## config.mk

```make
export PLATFORM = sky130hd
export DESIGN_NAME = meteor_overlay
export DESIGN_NICKNAME = d
export VERILOG_FILES = /design/src/rtl/vga_pkg.sv /design/src/rtl/meteor_lfsr8.sv /design/src/rtl/meteor_overlay.sv
export SDC_FILE = /design/constraint.sdc
export NUM_CORES = 1
export LEC_CHECK = 0
export ABC_AREA = 0
export CAP_MARGIN = 5
export CORE_ASPECT_RATIO = 0.6
export CORE_MARGIN = 3
export CORE_UTILIZATION = 45
export CTS_CLUSTER_SIZE = 16
export DETAILED_ROUTE_END_ITERATION = 10
export PLACE_DENSITY = 0.62
export SYNTH_ARGS = -nofsm -noshare
export SYNTH_HDL_FRONTEND = slang
export SYNTH_SLANG_ARGS = --single-unit
```

## constraint.sdc

```tcl
create_clock -name clk -period 3.65 [get_ports clk]
set_clock_uncertainty 0.15 [all_clocks]
set_input_delay 1.095 -clock clk [delete_from_list [all_inputs] [get_ports clk]]
set_output_delay 1.095 -clock clk [all_outputs]
set_load 0.02 [all_outputs]
```

## src/rtl/vga_pkg.sv

```systemverilog
// Shared VGA timing constants and types for the pixel-stream overlay stages.
package vga_pkg;
    localparam int H_VISIBLE = 640;
    localparam int V_VISIBLE = 480;
    localparam int H_TOTAL   = 800;
    localparam int V_TOTAL   = 525;

    typedef struct packed {
        logic r;
        logic g;
        logic b;
    } rgb_t;

    typedef enum logic {IDLE = 1'b0, FLY = 1'b1} meteor_state_t;
endpackage

```

## src/rtl/meteor_lfsr8.sv

```systemverilog
// 8-bit Fibonacci LFSR (taps 7,5,4,3), shifting left, advancing only when adv is high.
module meteor_lfsr8 #(
    parameter logic [7:0] SEED = 8'h5A
) (
    input  logic       clk,
    input  logic       rst_n,
    input  logic       adv,
    output logic [7:0] value
);
    always_ff @(posedge clk or negedge rst_n) begin
        if (!rst_n)   value <= SEED;
        else if (adv) value <= {value[6:0], value[7] ^ value[5] ^ value[4] ^ value[3]};
    end
endmodule

```

## src/rtl/meteor_overlay.sv

```systemverilog
// Overlays an occasional diagonal shooting star on the scene stream; all outputs lag inputs by one clock.
module meteor_overlay
    import vga_pkg::*;
#(
    parameter int         TRAIL_LEN = 16,
    parameter int         SPEED     = 4,
    parameter int         MIN_DELAY = 30,
    parameter logic [7:0] LFSR_SEED = 8'h5A
) (
    input  logic       clk,
    input  logic       rst_n,
    input  logic       ena,
    input  logic       trigger,
    input  logic       in_r,
    input  logic       in_g,
    input  logic       in_b,
    input  logic       in_hsync_n,
    input  logic       in_vsync_n,
    input  logic       in_active,
    input  logic [9:0] hpos,
    input  logic [9:0] vpos,
    output logic       out_r,
    output logic       out_g,
    output logic       out_b,
    output logic       out_hsync_n,
    output logic       out_vsync_n,
    output logic       busy
);
    localparam logic [10:0] X_EXIT = 11'(H_VISIBLE + TRAIL_LEN);
    localparam logic [10:0] Y_EXIT = 11'(V_VISIBLE + TRAIL_LEN);
    localparam logic [10:0] SPD    = 11'(SPEED);
    localparam logic [10:0] TL     = 11'(TRAIL_LEN);
    localparam logic [10:0] TL_H   = 11'(TRAIL_LEN / 2);
    localparam logic [6:0]  MIN_D  = 7'(MIN_DELAY);

    meteor_state_t state, state_nx;
    logic [10:0]   head_x, head_x_nx, head_y, head_y_nx;
    logic [6:0]    delay_cnt, delay_nx;
    logic          trig_pend, vs_d, frame_tick, spawn;
    logic [7:0]    lfsr;

    assign frame_tick = vs_d & ~in_vsync_n;
    assign spawn      = frame_tick && (state == IDLE) && (trig_pend || delay_cnt == 7'd0);
    assign busy       = (state != IDLE);

    meteor_lfsr8 #(.SEED(LFSR_SEED)) u_lfsr (
        .clk   (clk),
        .rst_n (rst_n),
        .adv   (frame_tick),
        .value (lfsr)
    );

    always_comb begin
        state_nx  = state;
        head_x_nx = head_x;
        head_y_nx = head_y;
        delay_nx  = delay_cnt;
        if (frame_tick) begin
            case (state)
                IDLE: begin
                    if (trig_pend || delay_cnt == 7'd0) begin
                        state_nx  = FLY;
                        head_x_nx = {2'b00, lfsr, 1'b0};
                        head_y_nx = 11'd0;
                    end else begin
                        delay_nx = delay_cnt - 7'd1;
                    end
                end
                FLY: begin
                    head_x_nx = head_x + SPD;
                    head_y_nx = head_y + SPD;
                    // Exit once the whole trail has left the visible area.
                    if (head_x_nx >= X_EXIT || head_y_nx >= Y_EXIT) begin
                        state_nx = IDLE;
                        delay_nx = MIN_D + {1'b0, lfsr[5:0]};
                    end
                end
                default: state_nx = IDLE;
            endcase
        end
    end

    always_ff @(posedge clk or negedge rst_n) begin
        if (!rst_n) begin
            state     <= IDLE;
            head_x    <= '0;
            head_y    <= '0;
            delay_cnt <= MIN_D;
            trig_pend <= 1'b0;
            vs_d      <= 1'b1;
        end else begin
            state     <= state_nx;
            head_x    <= head_x_nx;
            head_y    <= head_y_nx;
            delay_cnt <= delay_nx;
            vs_d      <= in_vsync_n;
            if (spawn)                            trig_pend <= 1'b0;
            else if (trigger && state == IDLE)    trig_pend <= 1'b1;
        end
    end

    logic [10:0] dx, dy;
    logic        on;
    rgb_t        met, pix;

    assign dx = head_x - {1'b0, hpos};
    assign dy = head_y - {1'b0, vpos};
    assign on = (state == FLY) && in_active && ({1'b0, hpos} <= head_x) &&
                ({1'b0, vpos} <= head_y) && (dx == dy) && (dx < TL);

    always_comb begin
        if (dx < 11'd2)     met = '{r: 1'b1, g: 1'b1, b: 1'b1};
        else if (dx < TL_H) met = '{r: 1'b1, g: 1'b1, b: 1'b0};
        else                met = '{r: 1'b1, g: 1'b0, b: 1'b0};
        pix = (ena && on) ? met : '{r: in_r, g: in_g, b: in_b};
    end

    always_ff @(posedge clk or negedge rst_n) begin
        if (!rst_n) begin
            {out_r, out_g, out_b}      <= 3'b000;
            {out_hsync_n, out_vsync_n} <= 2'b11;
        end else begin
            {out_r, out_g, out_b}      <= {pix.r, pix.g, pix.b};
            {out_hsync_n, out_vsync_n} <= {in_hsync_n, in_vsync_n};
        end
    end
endmodule
```

==> metrics.txt, run 1 <==
diodes inserted=0; P&R area growth vs syn=39.9%; die height=74.4 µm; Syn Nets=about 460; most frequent cells in the layout=buf_4 (56), o21ai_0 (32), dfrtp_1 (31); post-synthesis sequential area ratio=29.6%; post-layout util=66.2%; Reg clk slew, reported paths=roughly 60 ps; Startpoint Class=input port; Final Wtd Congestion=around 0.9; fillers=about 610; TritonCTS Buffers=5; worst-margin pin slew=918 ps; Max Clock Freq=between 200 and 300 MHz; ys flop type=dfrtp_1; total of max-cap violations=0; area leader, netlist=dfrtp_1; EDFF count, synth=0; clock latency on the worst-skew pair=290 ps; Worst Path Max Fanout=4; Max Used Layer=met4; Mapped Cells=around 410; DRT iter0 DRCs=242; die area=8930 µm²; CTS Hold Bufs=0; most area-consuming cells after synthesis=dfrtp_1 (22%), ha_1 (8.6%), dfstp_2 (7.5%); TritonCTS clock tree=built; Yosys top cell area share=between 20 and 25%; VDD IR max=approximately 0.22 mV; initial core utilization=47.3%; failing checks=setup timing; Setup Viol. Count Final=2; Die X=120 µm; vias per cell=~5.7; Met2 Wirelength=between 4000 and 5000 µm; crit path kind=in -> reg; Max Buffers Root-to-Sink=2; fin. max-slew vios=0; CTS sink cnt=41; CORE AREA=roughly 7400 µm²; Final Cycle Share=101%; Setup Slack @ Placement=-563 ps; crit path from=hpos[6]; Worst setup EP type=flop; required time of the critical path=roughly 3700 ps; Final HPWL DP=roughly 7500 µm; WL final=10400 µm; Avg Inst Size Synth=8.60 µm²; R2R Path Start=head_x[8]; # IOs=36; count of cell types in the netlist=77; clk root buf=clkbuf_16; DR WL met3=roughly 760 µm; min Tclk post-route=3690 ps; Register Area=1040 µm²; H-tree Lvls=2; outcome=finished with violations; Post-synth ARST share=100%; number of global-route vias before repair=approximately 3100; Worst Hold Class=reg -> reg; GRT overflow=0; post-route ant nets=0; leakage power=roughly 0.0022 µW; PwrDens=~510 nW/µm²; layout cell share with drive strength beyond 1=33.1%; GRT Resource Usage Total=a little under a quarter; DRT met1 WL=~5300 µm; slew margin rel.=between 30% and 40%; residual DRC count=0; maximum number of pins on one net before global-route repair=42; total vias in the final route=3424; global-route wire length before repair=~16000 µm; WP data arrival=around 3700 ps; Cell Rows=24; area of the multi-input gates=about 2600 µm²; Hold Path Origin=delay_cnt[6]; fin nets=550; Synth Warn #=0; Final WS setup=-40.8 ps; # port buffers=35; post-synthesis register bit count=41; final hold viol count=0; initial antenna violation count=0; Synth Cell Area=approximately 3500 µm²; most common cell after layout, fill and taps aside=buf_4; Avg WL per Cell=17.4 µm; DRT Pass-1 Iters=5
==> kinds of logic (layout without fill, tap and decap cells) <==
group | Yosys count | count (layout) | synth area share (%)
AO/OA/AOI/OAI | 134 | 134 | 27.3
AND/OR/NAND/NOR | 124 | 124 | 18.6
buffers and inverters | 50 | 138 | 5.60
adder cells (fa/ha/maj) | 25 | 25 | 9.13
multiplexers | 14 | 14 | 4.42
XOR/XNOR | 20 | 20 | 5.38
flip-flops | 41 | 41 | 29.6
==> metrics by stage <==
stage | power, µW | std cells | hold WS [ps] | instance area (µm²) | TNS [ps]
after floorplan | 1410 | 408 | 309 | 3510 | 0
after global placement | 1760 | 583 | 321 | 4300 | -1000
after detailed placement | 1800 | 583 | 335 | 4300 | -1540
after CTS | 2330 | 591 | 348 | 4600 | 0
after global routing | 2660 | 600 | 376 | 4910 | -259
final | 2510 | 600 | 349 | 4910 | -62.4
==> worst paths after layout <==
path	slack, ps	end	cells after the start
max	-40	out_b	11
min	350	delay_cnt[6]	1
max reg2reg	570	out_b	9
min reg2reg	350	delay_cnt[6]	1
max in group asynchronous	1970	head_y[2]	1
min in group asynchronous	790	out_r	1
==> synth_stat cells, types with 3 or more instances <==
| master | count |
|---|---|
| a31oi_1 | 4 |
| a21o_1 | 8 |
| a211oi_1 | 3 |
| o22ai_1 | 6 |
| o21ai_0 | 34 |
| nor2_1 | 31 |
| mux2_2 | 8 |
| dfrtp_1 | 31 |
| o211ai_1 | 4 |
| and4_1 | 3 |
| nand2b_1 | 3 |
| inv_1 | 35 |
| a21oi_1 | 31 |
| dfstp_2 | 10 |
| and2_1 | 3 |
| nor3_1 | 11 |
| xor2_1 | 8 |
| xnor2_1 | 11 |
| mux2i_1 | 5 |
| nand3_1 | 14 |
| ha_1 | 24 |
| nor4_1 | 3 |
| o31ai_1 | 4 |
| clkbuf_1 | 10 |
| o41ai_1 | 4 |
| nor2b_1 | 4 |
| or3_1 | 3 |
| nand2_1 | 31 |
| and3_1 | 5 |
| o21a_1 | 4 |
==> layer usage <==
metal  up-vias  GRT usage [%]
met5         -              0
met4         0           4.06
met3         9           4.71
met2       111           31.7
met1      1638           37.1
li1       1666              -
==> where the power goes <==
part	switching [µW]	internal [µW]	total, µW
logic	623	654	1280
clock network	171	273	443
registers	193	599	791
total	987	1530	2510
==> timing repair <==
item,4_1_cts,5_1_grt
endpoints found under the setup margin,3,3
pin swaps,9,31
buffers inserted,0,9
cloned,0,0
resized for setup,26,56
==> state kept, by name (all words and copies together) (netlist names), 7 cells and up <==
signal / flops
delay_cnt: 7
head_y: 9
head_x: 10
u_lfsr.value: 8
==> area by class of cell <==
class	instances	area share (%)
Multi-Input combinational cell	317	53.6
Sequential cell	41	21.2
Timing Repair Buffer	94	16.8
Clock buffer	8	2.98
Inverter	36	2.75
Tap cell	104	2.65
==> worst max-delay path: stages <==
cell and delay, ps:
clkdlybuf4s50_1 470, inv_1 90, ha_4 290, buf_4 120, nand2_1 80, a21oi_1 160, o32ai_1 140, nor4_2 310
o2111ai_2 190, nor4_4 420, mux2_4 330
No activity file was read; power rests on OpenSTA's default activity.
==> run 2: changes to the inputs <==
- CORE_UTILIZATION: 45 -> 55
- PLACE_DENSITY: 0.62 -> 0.74
==> metrics.txt, run 2 (same netlist as run 1, synthesis figures left out) <==
Die X=between 100 and 150 µm; Cell Rows=21; initial antenna violation count=0; most used cell, CP=nor4_4; P_int=~1400 µW; PwrDens=approximately 500 nW/µm²; most common cell after layout, fill and taps aside=buf_4; part of the power in registers=roughly a third; fillers=~370; H-tree Lvls=2; largest registers=head_x x10, head_y x9, u_lfsr.value x8; Setup Viol. Count Final=2; TritonCTS Buffers=5; WP data arrival=between 3000 and 4000 ps; Max Buffers Root-to-Sink=2; global-route wire length before repair=between 15000 and 20000 µm; fin nets=between 500 and 600; CP Depth=10; DRT Pass-1 Iters=5; Top reg by flops=head_x; residual DRC count=0; initial core utilization=between 50% and 60%; Final Wtd Congestion=approximately 0.9; P&R area growth vs syn=36.1%; GRT overflow=0; VDD IR max=~0.37 mV; total of max-cap violations=0; worst-margin pin slew=904 ps; diodes inserted=0; Startpoint Class=input port; most frequent cells in the layout=buf_4 (55), nand2_1 (31), o21ai_0 (31), dfrtp_1 (31), inv_1 (30); final hold viol count=0; Worst Hold Class=reg -> reg; die height=67.9 µm; layout cell share with drive strength beyond 1=30.9%; failing checks=setup timing; CP max stage cell=a222oi_1; total vias in the final route=3617; # port buffers=35; maximum number of pins on one net before global-route repair=42; max reg flops=10; Final WS setup=-23.0 ps; crit-path leading delay family=compound AO/OA/AOI/OAI gates; vias per cell=about 6.3; die area=between 7000 and 8000 µm²; Clk pwr share=15.8%; Worst setup EP type=flop; number of global-route vias before repair=approximately 3200; clk root buf=clkbuf_8; fin. max-slew vios=0; crit-path max cell delay=between 400 and 500 ps; clock latency on the worst-skew pair=around 310 ps; DRT iter0 DRCs=about 350; leakage power=about 0.0021 µW; CORE AREA=about 5900 µm²; Final Cycle Share=101%; outcome=finished with violations; Max Clock Freq=272 MHz; crit-path cells=clkdlybuf4s50_1 > inv_1 > ha_1 > a222oi_1 > o211ai_1 > nor4_4 > o2111ai_4 > nor4_4 > buf_4 > mux2i_1; required time of the critical path=between 3000 and 4000 ps; sw power=about 1000 µW; min Tclk post-route=3670 ps; slew margin rel.=roughly 40%; CTS sink cnt=41; R2R depth=9; GRT Resource Usage Total=between 20% and 30%; Final HPWL DP=~7600 µm; TritonCTS clock tree=built; Reg clk slew, reported paths=90 ps; Avg WL per Cell=~19 µm; hold depth=1; Setup Slack @ Placement=-377 ps; # IOs=36; WL final=10900 µm; CP Buf/Inv Count=3; crit path kind=in -> reg; sw frac=41.1%; Comb pwr share=51.5%; Worst Path Max Fanout=2; post-layout util=approximately four fifths; post-route ant nets=0
run 2: final cells by class:
class	count	area, µm²	area share, %
Timing Repair Buffer	90	773	16.2
Sequential cell	41	1040	21.7
Clock buffer	6	72.6	1.52
Clock inverter	2	35.0	0.734
Inverter	36	135	2.83
Tap cell	80	100	2.10
Multi-Input combinational cell	317	2620	54.9
run 2: power groups by stage:
| stage | sequential [µW] | combinational, µW | clock, µW |
|---|---|---|---|
| finish | 794 | 1250 | 383 |
| global route | 809 | 1360 | 396 |
| CTS | 780 | 1060 | 377 |
| detailed placement | 784 | 1030 | 0 |
| global placement | 773 | 986 | 0 |
| floorplan | 703 | 710 | 0 |
run 2: path summary, 6_finish.rpt:
kind / startpoint / endpoint / slack, ps
setup reg to reg: head_x[8] / out_g / 600
setup / recovery: vpos[9] / out_g / -20
min in group asynchronous: rst_n / out_r / 760
hold reg to reg: delay_cnt[6] / delay_cnt[6] / 370
max in group asynchronous: rst_n / head_y[6] / 2020
hold / removal: delay_cnt[6] / delay_cnt[6] / 370
run 2: what timing repair did:
action                                  4_1_cts  5_1_grt
gates resized for setup                       7       59
pin swaps                                     7       28
setup buffers                                 0        3
endpoints found under the setup margin        2        3
hold buffers                                  0        0
run 2: per-stage QoR:
step | instances | hold WS [ps] | setup TNS, ps | instance area [µm²] | total power, µW
global route | 572 | 407 | -294 | 4780 | 2570
CTS | 569 | 368 | 0 | 4430 | 2220
finish | 572 | 374 | -40.7 | 4780 | 2430
global placement | 561 | 323 | -779 | 4290 | 1760
floorplan | 408 | 309 | 0 | 3510 | 1410
detailed placement | 561 | 349 | -991 | 4290 | 1810
run 2: per-layer routing:
layer,track usage (%),wire length (µm),part of all wire [%]
met4,3.62,166,1.5
met2,43.1,4690,43
met1,41.5,4950,46
met5,0,0,0
met3,7.92,1060,9.8
